**src/rtl/bdl_dma_seq.sv**
```systemverilog
// DELQA BDL DMA sequencer: descriptor fetch/chain and status write-back.
// Optional BDL_DMA_TIMEOUT_EN adds a DMA grant/ack timeout (err 01).
module bdl_dma_seq #(
    parameter logic [15:0] FLAG_INUSE = 16'hC000,
    parameter int          MAX_CHAIN  = 4,
    parameter int          TMO_W      = 8
) (
    input  logic        wb_clk_i,
    input  logic        wb_rst_n,
    input  logic        fetch_i,
    input  logic        wrbk_i,
    input  logic [21:0] base_i,
    output logic        busy_o,
    output logic        done_o,
    output logic        valid_o,
    output logic [1:0]  err_o,
    output logic        dma_req_o,
    input  logic        dma_gnt_i,
    output logic [21:0] dma_adr_o,
    output logic [15:0] dma_dat_o,
    input  logic [15:0] dma_dat_i,
    output logic        dma_we_o,
    output logic        dma_stb_o,
    input  logic        dma_ack_i,
    output logic [2:0]  bdl_adr_o,
    output logic [15:0] bdl_dat_o,
    output logic        bdl_we_o,
    output logic        bdl_stb_o,
    input  logic [15:0] bdl_dat_i
);

    typedef enum logic [3:0] {
        S_IDLE, S_REQ, S_FLAG, S_RD, S_BWR, S_CHK,
        S_WBRD, S_WBSMP, S_WBWR, S_REL
    } state_t;

    localparam logic [7:0] MAXC = 8'(MAX_CHAIN);

    state_t      state_q, state_d;
    logic [21:0] base_q, base_d;
    logic [2:0]  n_q, n_d;
    logic [15:0] dat_q, dat_d;
    logic [7:0]  w1_q, w1_d;
    logic [14:0] w2_q, w2_d;
    logic [7:0]  cnt_q, cnt_d;
    logic        fetch_q, fetch_d;
    logic        valid_q, valid_d;
    logic [1:0]  err_q, err_d;
    logic [21:0] haddr;
    logic        stb_st;
    logic        tmo_hit;
    logic        unused_base;

    assign unused_base = base_i[0];
    assign haddr   = base_q + {18'd0, n_q, 1'b0};
    assign stb_st  = (state_q == S_FLAG) || (state_q == S_RD) ||
                     (state_q == S_WBWR);
    assign busy_o  = (state_q != S_IDLE);
    assign valid_o = valid_q;
    assign err_o   = err_q;

`ifdef BDL_DMA_TIMEOUT_EN
    localparam logic [TMO_W-1:0] TMO_LAST = {{(TMO_W-1){1'b1}}, 1'b0};
    logic [TMO_W-1:0] tmo_q, tmo_d;
    logic             waiting;

    // Counter restarts whenever a strobe completes or the state moves on.
    always_comb begin
        waiting = ((state_q == S_REQ) && !dma_gnt_i) ||
                  (stb_st && !dma_ack_i);
        tmo_d   = waiting ? tmo_q + 1'b1 : '0;
        tmo_hit = waiting && (tmo_q == TMO_LAST);
    end

    always_ff @(posedge wb_clk_i or negedge wb_rst_n) begin
        if (!wb_rst_n) tmo_q <= '0;
        else           tmo_q <= tmo_d;
    end
`else
    logic [TMO_W-1:0] unused_tmo;
    assign unused_tmo = '0;
    assign tmo_hit    = 1'b0;
`endif

    always_comb begin
        state_d   = state_q;
        base_d    = base_q;
        n_d       = n_q;
        dat_d     = dat_q;
        w1_d      = w1_q;
        w2_d      = w2_q;
        cnt_d     = cnt_q;
        fetch_d   = fetch_q;
        valid_d   = valid_q;
        err_d     = err_q;
        done_o    = 1'b0;
        dma_req_o = 1'b0;
        dma_adr_o = '0;
        dma_dat_o = '0;
        dma_we_o  = 1'b0;
        dma_stb_o = 1'b0;
        bdl_adr_o = '0;
        bdl_dat_o = '0;
        bdl_we_o  = 1'b0;
        bdl_stb_o = 1'b0;
        unique case (state_q)
            S_IDLE: begin
                cnt_d = '0;
                if (fetch_i || wrbk_i) begin
                    base_d  = {base_i[21:1], 1'b0};
                    fetch_d = fetch_i;
                    err_d   = 2'b00;
                    state_d = S_REQ;
                end
            end
            S_REQ: begin
                dma_req_o = 1'b1;
                if (dma_gnt_i) begin
                    n_d     = fetch_q ? 3'd0 : 3'd4;
                    state_d = fetch_q ? S_FLAG : S_WBRD;
                end
            end
            S_FLAG: begin
                dma_req_o = 1'b1;
                dma_stb_o = 1'b1;
                dma_we_o  = 1'b1;
                dma_adr_o = haddr;
                dma_dat_o = FLAG_INUSE;
                if (dma_ack_i) begin
                    n_d     = 3'd1;
                    state_d = S_RD;
                end
            end
            S_RD: begin
                dma_req_o = 1'b1;
                dma_stb_o = 1'b1;
                dma_adr_o = haddr;
                if (dma_ack_i) begin
                    dat_d = dma_dat_i;
                    if (n_q == 3'd1)
                        w1_d = {dma_dat_i[15:14], dma_dat_i[5:0]};
                    if (n_q == 3'd2)
                        w2_d = dma_dat_i[15:1];
                    state_d = S_BWR;
                end
            end
            S_BWR: begin
                dma_req_o = 1'b1;
                bdl_stb_o = 1'b1;
                bdl_we_o  = 1'b1;
                bdl_adr_o = n_q;
                bdl_dat_o = dat_q;
                if (n_q == 3'd3) begin
                    state_d = S_CHK;
                end else begin
                    n_d     = n_q + 3'd1;
                    state_d = S_RD;
                end
            end
            S_CHK: begin
                dma_req_o = 1'b1;
                valid_d   = w1_q[7];
                if (w1_q[7] && w1_q[6]) begin
                    base_d = {w1_q[5:0], w2_q, 1'b0};
                    cnt_d  = cnt_q + 8'd1;
                    if (cnt_q + 8'd1 == MAXC) begin
                        err_d   = 2'b10;
                        state_d = S_REL;
                    end else begin
                        n_d     = 3'd0;
                        state_d = S_FLAG;
                    end
                end else begin
                    state_d = S_REL;
                end
            end
            S_WBRD: begin
                dma_req_o = 1'b1;
                bdl_stb_o = 1'b1;
                bdl_adr_o = n_q;
                state_d   = S_WBSMP;
            end
            S_WBSMP: begin
                dma_req_o = 1'b1;
                dat_d     = bdl_dat_i;
                state_d   = S_WBWR;
            end
            S_WBWR: begin
                dma_req_o = 1'b1;
                dma_stb_o = 1'b1;
                dma_we_o  = 1'b1;
                dma_adr_o = haddr;
                dma_dat_o = dat_q;
                if (dma_ack_i) begin
                    if (n_q == 3'd4) begin
                        n_d     = 3'd5;
                        state_d = S_WBRD;
                    end else if (n_q == 3'd5) begin
                        // Final write releases the host flag word.
                        n_d   = 3'd0;
                        dat_d = 16'h0000;
                    end else begin
                        state_d = S_REL;
                    end
                end
            end
            S_REL: begin
                done_o  = 1'b1;
                state_d = S_IDLE;
            end
            default: state_d = S_IDLE;
        endcase
        if (tmo_hit) begin
            err_d   = 2'b01;
            state_d = S_REL;
        end
    end

    always_ff @(posedge wb_clk_i or negedge wb_rst_n) begin
        if (!wb_rst_n) begin
            state_q <= S_IDLE;
            base_q  <= '0;
            n_q     <= '0;
            dat_q   <= '0;
            w1_q    <= '0;
            w2_q    <= '0;
            cnt_q   <= '0;
            fetch_q <= 1'b0;
            valid_q <= 1'b0;
            err_q   <= '0;
        end else begin
            state_q <= state_d;
            base_q  <= base_d;
            n_q     <= n_d;
            dat_q   <= dat_d;
            w1_q    <= w1_d;
            w2_q    <= w2_d;
            cnt_q   <= cnt_d;
            fetch_q <= fetch_d;
            valid_q <= valid_d;
            err_q   <= err_d;
        end
    end

endmodule

```
**config.mk**
```make
export PLATFORM = sky130hd
export DESIGN_NAME = bdl_dma_seq
export DESIGN_NICKNAME = d
export VERILOG_FILES = /design/src/rtl/bdl_dma_seq.sv
export SDC_FILE = /design/constraint.sdc
export NUM_CORES = 1
export LEC_CHECK = 0
export CAP_MARGIN = 10
export CORE_MARGIN = 5
export CORE_UTILIZATION = 30
export CTS_BUF_LIST = sky130_fd_sc_hd__clkbuf_16
export CTS_CLUSTER_DIAMETER = 100
export CTS_CLUSTER_SIZE = 28
export DETAILED_ROUTE_END_ITERATION = 12
export PLACE_DENSITY_LB_ADDON = 0.2
export SLEW_MARGIN = 20
export SYNTH_ARGS = -nofsm -noshare
export SYNTH_HDL_FRONTEND = slang
export SYNTH_SLANG_ARGS = --single-unit
```
**constraint.sdc**
```tcl
create_clock -name wb_clk_i -period 2.8 [get_ports wb_clk_i]
set_input_delay 0.28 -clock wb_clk_i [delete_from_list [all_inputs] [get_ports wb_clk_i]]
set_output_delay 0.28 -clock wb_clk_i [all_outputs]
set_load 0.01 [all_outputs]
```
---- Word level (Yosys, flattened, before mapping) ----
Cells that the tools add are included.
Widths: inputs -> output; s select.
word-level totals
  bits in registers ....................... 80
  bits of input ports ..................... 60
  output and inout port bits .............. 67
cells by class
  add/sub/neg operators ................... 3
  eq/ne operators ......................... 28
  mux-type cells .......................... 46
  reductions and logical operators ........ 20
operators by type and width
  kind                 number
  $mux 16              5
  $mux 22              3
  $pmux 16 s3          1
  $pmux 22 s2          1
  $mux 3               12
  $mux 4               9
  $pmux 4 s9           1
  $pmux 16 s2          1
  $add 22x4->22        1
  $ne 2x2->1 const B   10
  $eq 4x3->1 const B   4
  $pmux 8 s2           1
  $pmux 3 s5           1
  $reduce_and 3->1     3
  $add 8x1->8 const B  1
  $eq 4x2->1 const B   2
  $eq 4x4->1 const B   2
  $eq 8x3->1 const B   1
  $mux 8               1
  $reduce_and 8->1     1
  $reduce_or 8->1      1
  $eq 3x2->1 const B   2
  $eq 3x3->1 const B   2
  $mux 1               6
  21 further kinds     25

---- Longest topological paths before layout ----
Gate-level depths: netlist (run 1).
  depth after elaboration ................. 5
  depth in mapped cells ................... 8

---- Least setup slack after synthesis (run 1) ----
Ideal clock, no wire load.
  path kind ............................... flip-flop to output port
  start point ............................. register n_q[1]
  end point ............................... output dma_adr_o[18]
  arrival ................................. 2.063 ns
  path slack .............................. 0.457 ns
  stages on the path, launching flop included .. 7
  path buffers ............................ 0
  cell sequence ........................... dfrtp_1 > ha_1 > a21o_1 > a21oi_1 > or3_4 > or4_1 > a21oi_1
on the way
  longest elaborated chain between the ends .. 2
ends and longest elaborated chain
  element                 RTL line  source
  from (decl)             41        logic [2:0] n_q, n_d;
  from (signal assigned)  234       n_q <= n_d;
  $add 22x4->22           55        assign haddr = base_q + {18'd0, n_q, 1'b0};
  $mux 22                 106       unique case (state_q)
  to (decl)               19        output logic [21:0] dma_adr_o,
Every way passes these cells.

---- Worst setup path after layout (run 1) ----
  start point ............................. register base_q[2]
  end point ............................... output dma_adr_o[12]
on the way
  longest elaborated chain between the ends .. 2
ends and longest elaborated chain
  element                 RTL line  source
  from (decl)             40        logic [21:0] base_q, base_d;
  from (signal assigned)  233       base_q <= base_d;
  $add 22x4->22           55
  $mux 22                 106
Every way passes these cells.

==> summary.md, run 1 <==
| Metric | Value |
|---|---|
| Commonest cells after routing, fill and taps aside | clkdlybuf4s50_1 (108), dfrtp_1 (77), nor2_1 (55) |
| Critical Path RT | 2.52 ns |
| Final setup violation count | 0 |
| Ports | 127 |
| H-tree depth | 3 |
| Non-Filler Instances | 827 |
| Grt ovf | 0 |
| Max VDD drop | 381 uV |
| Share of cells above drive strength 1 | 14.1% |
| Worst Skew | 0.00652 ns |
| Hold Crit Class | input port to async pin |
| Worst setup path end | dma_adr_o[12] |
| Primary FF master, synth | dfrtp_1 |
| R2R cell count | 7 |
| Fin crit share | 97.0% |
| Placer congestion estimate | 0.783 |
| Core area | 15200 um2 |
| Std-Cell Rows | 45 |
| Die height | 135 um |
| Final antenna-violating net count | 0 |
| GRT Total Usage | 15.1% |
| Crit. Startpoint | base_q[2] |
| End of the worst register-to-register path | base_q[15] |
| NumNets Final | 705 |
| Status | complete, but fails checks |
| Port Buffers | 123 |
| CP arrival | 2.44 ns |
| Area grow syn2layout | 41.5% |
| Initial drt markers | 231 |
| Fin area | 6590 um2 |
| CTS Buffer Depth | 2 |
| Worst setup SP type | register |
| Crit path kind | register to output port |
| Cells after Synth | 504 |
| Routed Wire Length | 13.9 mm |
| 1st-pass router iterations | 4 |
| Die Footprint | 18100 um2 |
| Num CTS Buffers | 9 |
| Largest net degree at the start of global routing | 79 |
| Place WS | -0.00147 ns |
| Fillers | 1478 |
| Final Hold Fails | 12 |
| Crit-path max FO | 5 |
| HPWL after DPL | 10.3 mm |
| Wirelength per Cell | 16.8 um |
| Critical path capture point type | output port |
| Worst-Margin Slew | 1.08 ns |
| Mapped cell area | 4660 um2 |
| # DRC | 0 |
| Avg Cell Area, Syn | 9.24 um2 |
| Fraction of registers with async set/reset | 100% |
| Placed cell count | 809 |
| Area post-placement | 6160 um2 |
| Drt via density | 4.96 |
| Worst-skew pair later-pin latency | 0.33 ns |
| Clock-pin slew on the worst setup and hold paths | 0.06 ns |
| Yosys reg bits | 78 |
| Initial antenna violation count | 0 |
| Vias in the first global route | 4207 |
| Clk sink count | 78 |
| First-pass GRT wire length | 22.1 mm |
| Die width | 135 um |
| Tot Pwr | 6.05 mW |
| Leakage power | 2.89 nW |
| Post-synth EDFFs | 0 |
| Smallest hold slack | -0.0176 ns |
| Failing checks | hold timing |
| Root Buffer | clkbuf_16 |
| RSZ-0062 raised after global routing | true |
| CTS tree | built |
| Slew headroom | 27.5% |
| FF-to-FF Start | state_q[2] |
| Yosys cell types | 56 |
| Starting Density | 30.6% |
| Setup ws final | 0.0843 ns |
| Commonest non-fill, non-tap cell in the layout | clkdlybuf4s50_1 |
| Fmax | 368 MHz |
| Max Cap Violations | 0 |
| R2R Setup Slk | 0.49 ns |
| Diode count | 0 |
| Via count | 4104 |
| Ys Warns | 0 |
| Period minus WS final | 2.72 ns |
| Power Density | 918 nW/um2 |
| Slew Limit Fails | 0 |
| Sequential-to-total area share from yosys stat | 41.9% |
[cells by family after synthesis]
group | after synthesis | synth area share [%]
compound gates | 109 | 14.0
xor+xnor | 19 | 3.57
fa+ha+maj | 11 | 3.12
buf+inv | 35 | 3.41
flops | 78 | 41.9
mux | 51 | 11.7
other cells | 1 | 0.0805
simple gates | 200 | 22.2
[sequential cells by signal (all words and copies together) (netlist names)]
name,flops
base_q,21
dat_q,16
w2_q,15
cnt_q,8
w1_q,8
state_q,4
n_q,3
err_o,1
fetch_q,1
valid_o,1
[where the power goes]
part           leakage (nW)  internal, mW  switching [mW]
registers             0.987          1.53           0.373
clock network         0.157         0.784           0.490
logic                  1.75          1.39            1.48
total                  2.89          3.70            2.35
[stage by stage]
stage	setup TNS (ns)	util [%]
2_1_floorplan	0	-
3_3_place_gp	0	40.5
3_5_place_dp	-0.00147	40.5
4_1_cts	0	42.9
5_1_grt	-0.0318	43.3
6_report	0	43.3
[cells in the mapped netlist (3+ instances only)]
master	instances	area (um2)
a21oi_1	37	185
a22oi_1	16	120
and2_1	33	206
and3_1	8	50.1
buf_2	7	35.0
buf_4	3	22.5
clkbuf_1	15	56.3
dfrtp_1	78	1950
ha_1	10	125
inv_1	7	26.3
mux2_2	28	315
mux2i_1	23	230
nand2_1	44	165
nand2b_1	9	56.3
nand3_1	11	55.1
nand4_1	5	31.3
nor2_1	56	210
nor2b_1	4	25.0
nor3_1	8	40.0
nor3b_1	3	22.5
nor4_1	4	25.0
o21ai_0	34	170
o31ai_1	7	52.6
xnor2_1	11	96.3
xor2_1	8	70.1
[metal layers]
metal  part of all wire (%)  vias up  global-route usage [%]
li1                       -     2025                       -
met1                     42     1993                    18.9
met2                     52       78                    26.6
met3                    4.5        8                    4.10
met4                   0.71        0                    2.88
met5                      0        -                       0
[critical path, stage by stage, from the launching register on]
cell and delay [ns]:
dfrtp_1 0.38, ha_1 0.31, a21o_1 0.14, a21oi_2 0.08
or3_4 0.40, xor2_1 0.15, nor2_1 0.10, clkdlybuf4s50_1 0.54
[cell type report]
type | count | area, um2 | area share, %
multi-input combinational | 392 | 2640 | 40.1
sequential | 78 | 1950 | 29.6
timing repair buffer | 146 | 1410 | 21.4
tap | 188 | 235 | 3.57
clock buffer | 9 | 225 | 3.42
clock inverter | 7 | 97.6 | 1.48
inverter | 7 | 26.3 | 0.399
[worst min path at each step]
stage                         start         end  slack, ns  cells past startpoint
after global placement    dat_q[11]   dat_q[11]       0.48                      2
final                      wb_rst_n    cnt_q[0]      -0.02                      1
after CTS                  wb_rst_n    err_o[1]       0.17                      1
after floorplan            wb_rst_n  base_q[10]      -0.02                      0
after global routing       wb_rst_n    err_o[1]       0.07                      1
after detailed placement  dat_q[11]   dat_q[11]       0.49                      2
[timing repair]
item                       in CTS  in global routing
buffers inserted                0                  2
pin swaps                       1                  0
gates resized for setup        17                 15
hold buffers                    0                  0
setup endpoints to repair      11                 13
(Power assumes the default switching activity.)
==> inputs of run 2 (changes only) <==
- ABC_AREA: unset -> 0
- clock period: 2.8 -> 2.5 ns (I/O delays scaled with it)
==> run 2 against run 1 <==
  * The flow finishes with violations (setup timing)
  * Final cell count increased by 2.1%
  * Clock power increased by 3%
  * Via count increased by 2.4%
  * Flip-flop and latch count is the same
  * Critical path type unchanged
  * Largest cell class unchanged
  * Highest routed layer unchanged
==> summary.md, run 2 (synthesis gave the netlist of run 1 again) <==
| Metric | Value |
|---|---|
| # DRC | 0 |
| Crit-path max FO | 3 |
| Reg with most FFs | base_q |
| Setup TNS | -0.240 ns |
| Hold Crit Class | input port to async pin |
| Die width | 135 um |
| Worst setup SP type | register |
| Die Footprint | 18100 um2 |
| Final antenna-violating net count | 0 |
| CTS Buffer Depth | 2 |
| Max FFs per register | 21 |
| Area grow syn2layout | 42.9% |
| Commonest cells after routing, fill and taps aside | clkdlybuf4s50_1 (94), dfrtp_1 (77), nor2_1 (55) |
| 1st-pass router iterations | 4 |
| Std-Cell Rows | 45 |
| Fin area | 6650 um2 |
| Power Density | 1020 nW/um2 |
| H-tree depth | 3 |
| Final Hold Fails | 0 |
| Slew headroom | 27.8% |
| Max VDD drop | 487 uV |
| Grt ovf | 0 |
| Worst Skew | 0.00693 ns |
| Share of cells above drive strength 1 | 18.1% |
| Routed Wire Length | 14.2 mm |
| RSZ-0062 raised after global routing | true |
| Starting Density | 30.6% |
| Clock-pin slew on the worst setup and hold paths | 0.06 ns |
| Leakage power | 3.00 nW |
| Num CTS Buffers | 9 |
| Period minus WS final | 2.62 ns |
| Commonest non-fill, non-tap cell in the layout | clkdlybuf4s50_1 |
| Non-Filler Instances | 844 |
| Placed cell count | 826 |
| Fmax | 381 MHz |
| GRT Total Usage | 15.8% |
| Critical path capture point type | output port |
| CTS tree | built |
| Fin crit share | 105% |
| Wirelength per Cell | 16.8 um |
| Crit path kind | register to output port |
| Root Buffer | clkbuf_16 |
| Ports | 127 |
| Area post-placement | 6290 um2 |
| First-pass GRT wire length | 22.6 mm |
| NumNets Final | 722 |
| Failing checks | setup timing |
| Via count | 4204 |
| Final setup violation count | 2 |
| Smallest hold slack | 0.459 ns |
| CP arrival | 2.37 ns |
| Setup ws final | -0.123 ns |
| Placer congestion estimate | 0.844 |
| Diode count | 0 |
| HPWL after DPL | 10.8 mm |
| Largest regs | base_q x21, dat_q x16, w2_q x15 |
| Initial drt markers | 269 |
| Status | complete, but fails checks |
| Worst-skew pair later-pin latency | 0.34 ns |
| Port Buffers | 123 |
| Largest net degree at the start of global routing | 45 |
| Core area | 15200 um2 |
| Max Cap Violations | 0 |
| Slew Limit Fails | 0 |
| Vias in the first global route | 4376 |
| Initial antenna violation count | 0 |
| Worst-Margin Slew | 1.08 ns |
| Die height | 135 um |
| Drt via density | 4.98 |
| Fillers | 1507 |
| Clk sink count | 78 |
| Critical Path RT | 2.25 ns |
## run 2: area by class of cell
| cell class | count | area, um2 | area share, % |
|---|---|---|---|
| Multi-Input combinational cell | 392 | 2640 | 39.7 |
| Tap cell | 188 | 235 | 3.54 |
| Inverter | 7 | 26.3 | 0.395 |
| Clock buffer | 9 | 225 | 3.39 |
| Sequential cell | 78 | 1950 | 29.4 |
| Clock inverter | 7 | 65.1 | 0.978 |
| Timing Repair Buffer | 163 | 1510 | 22.6 |
## run 2: stage by stage
step	setup WS [ns]	utilization, %	total power, mW
6_report	-0.123	43.8	6.76
3_3_place_gp	-0.138	41.4	5.44
4_1_cts	-0.130	43.5	6.82
2_1_floorplan	0.187	-	3.97
5_1_grt	-0.191	43.8	7.26
3_5_place_dp	-0.235	41.4	5.52
## run 2: path summary, 6_finish.rpt
check,slack [ns],startpoint,depth (start not counted),to
min in group wb_clk_i,0.49,dat_q[7],2,dat_q[7]
max in group asynchronous,1.32,wb_rst_n,3,state_q[2]
max reg2reg,0.24,state_q[3],6,dat_q[7]
min,0.46,wb_rst_n,2,cnt_q[2]
min reg2reg,0.49,dat_q[7],2,dat_q[7]
max,-0.12,base_q[3],6,dma_adr_o[18]
## run 2: what timing repair did
| item | 4_1_cts | 5_1_grt |
|---|---|---|
| pin swaps | 2 | 5 |
| hold endpoints to repair | 42 | 0 |
| buffers inserted | 0 | 1 |
| endpoints found under the setup margin | 45 | 54 |
| gates resized for setup | 44 | 28 |
| hold buffers | 1 | 0 |
## run 2: worst max-delay path, cell delays in order, from the launching register on
cell and delay [ns]:
dfrtp_1 0.39, ha_1 0.38, a21oi_2 0.10, or3_4 0.39, or4_4 0.49, a21oi_2 0.14, buf_2 0.15
## run 2: report_power, final
part	switching, mW	internal [mW]	leakage (nW)
Sequential	0.361	1.71	0.986
Clock	0.543	0.766	0.141
Combinational	1.79	1.59	1.88
## run 2: routing by layer
metal	share of wire, %	up-vias	track usage [%]
li1	-	2061	-
met1	41	2022	18.9
met2	52	103	27.7
met3	5.1	18	4.47
met4	1.6	0	4.36
met5	0	-	0
==> inputs of run 3 (changes only) <==
- GPL_TIMING_DRIVEN: unset -> 1
==> results of run 3 <==
The final DEF is identical to that of run 2; final timing and power are the same.
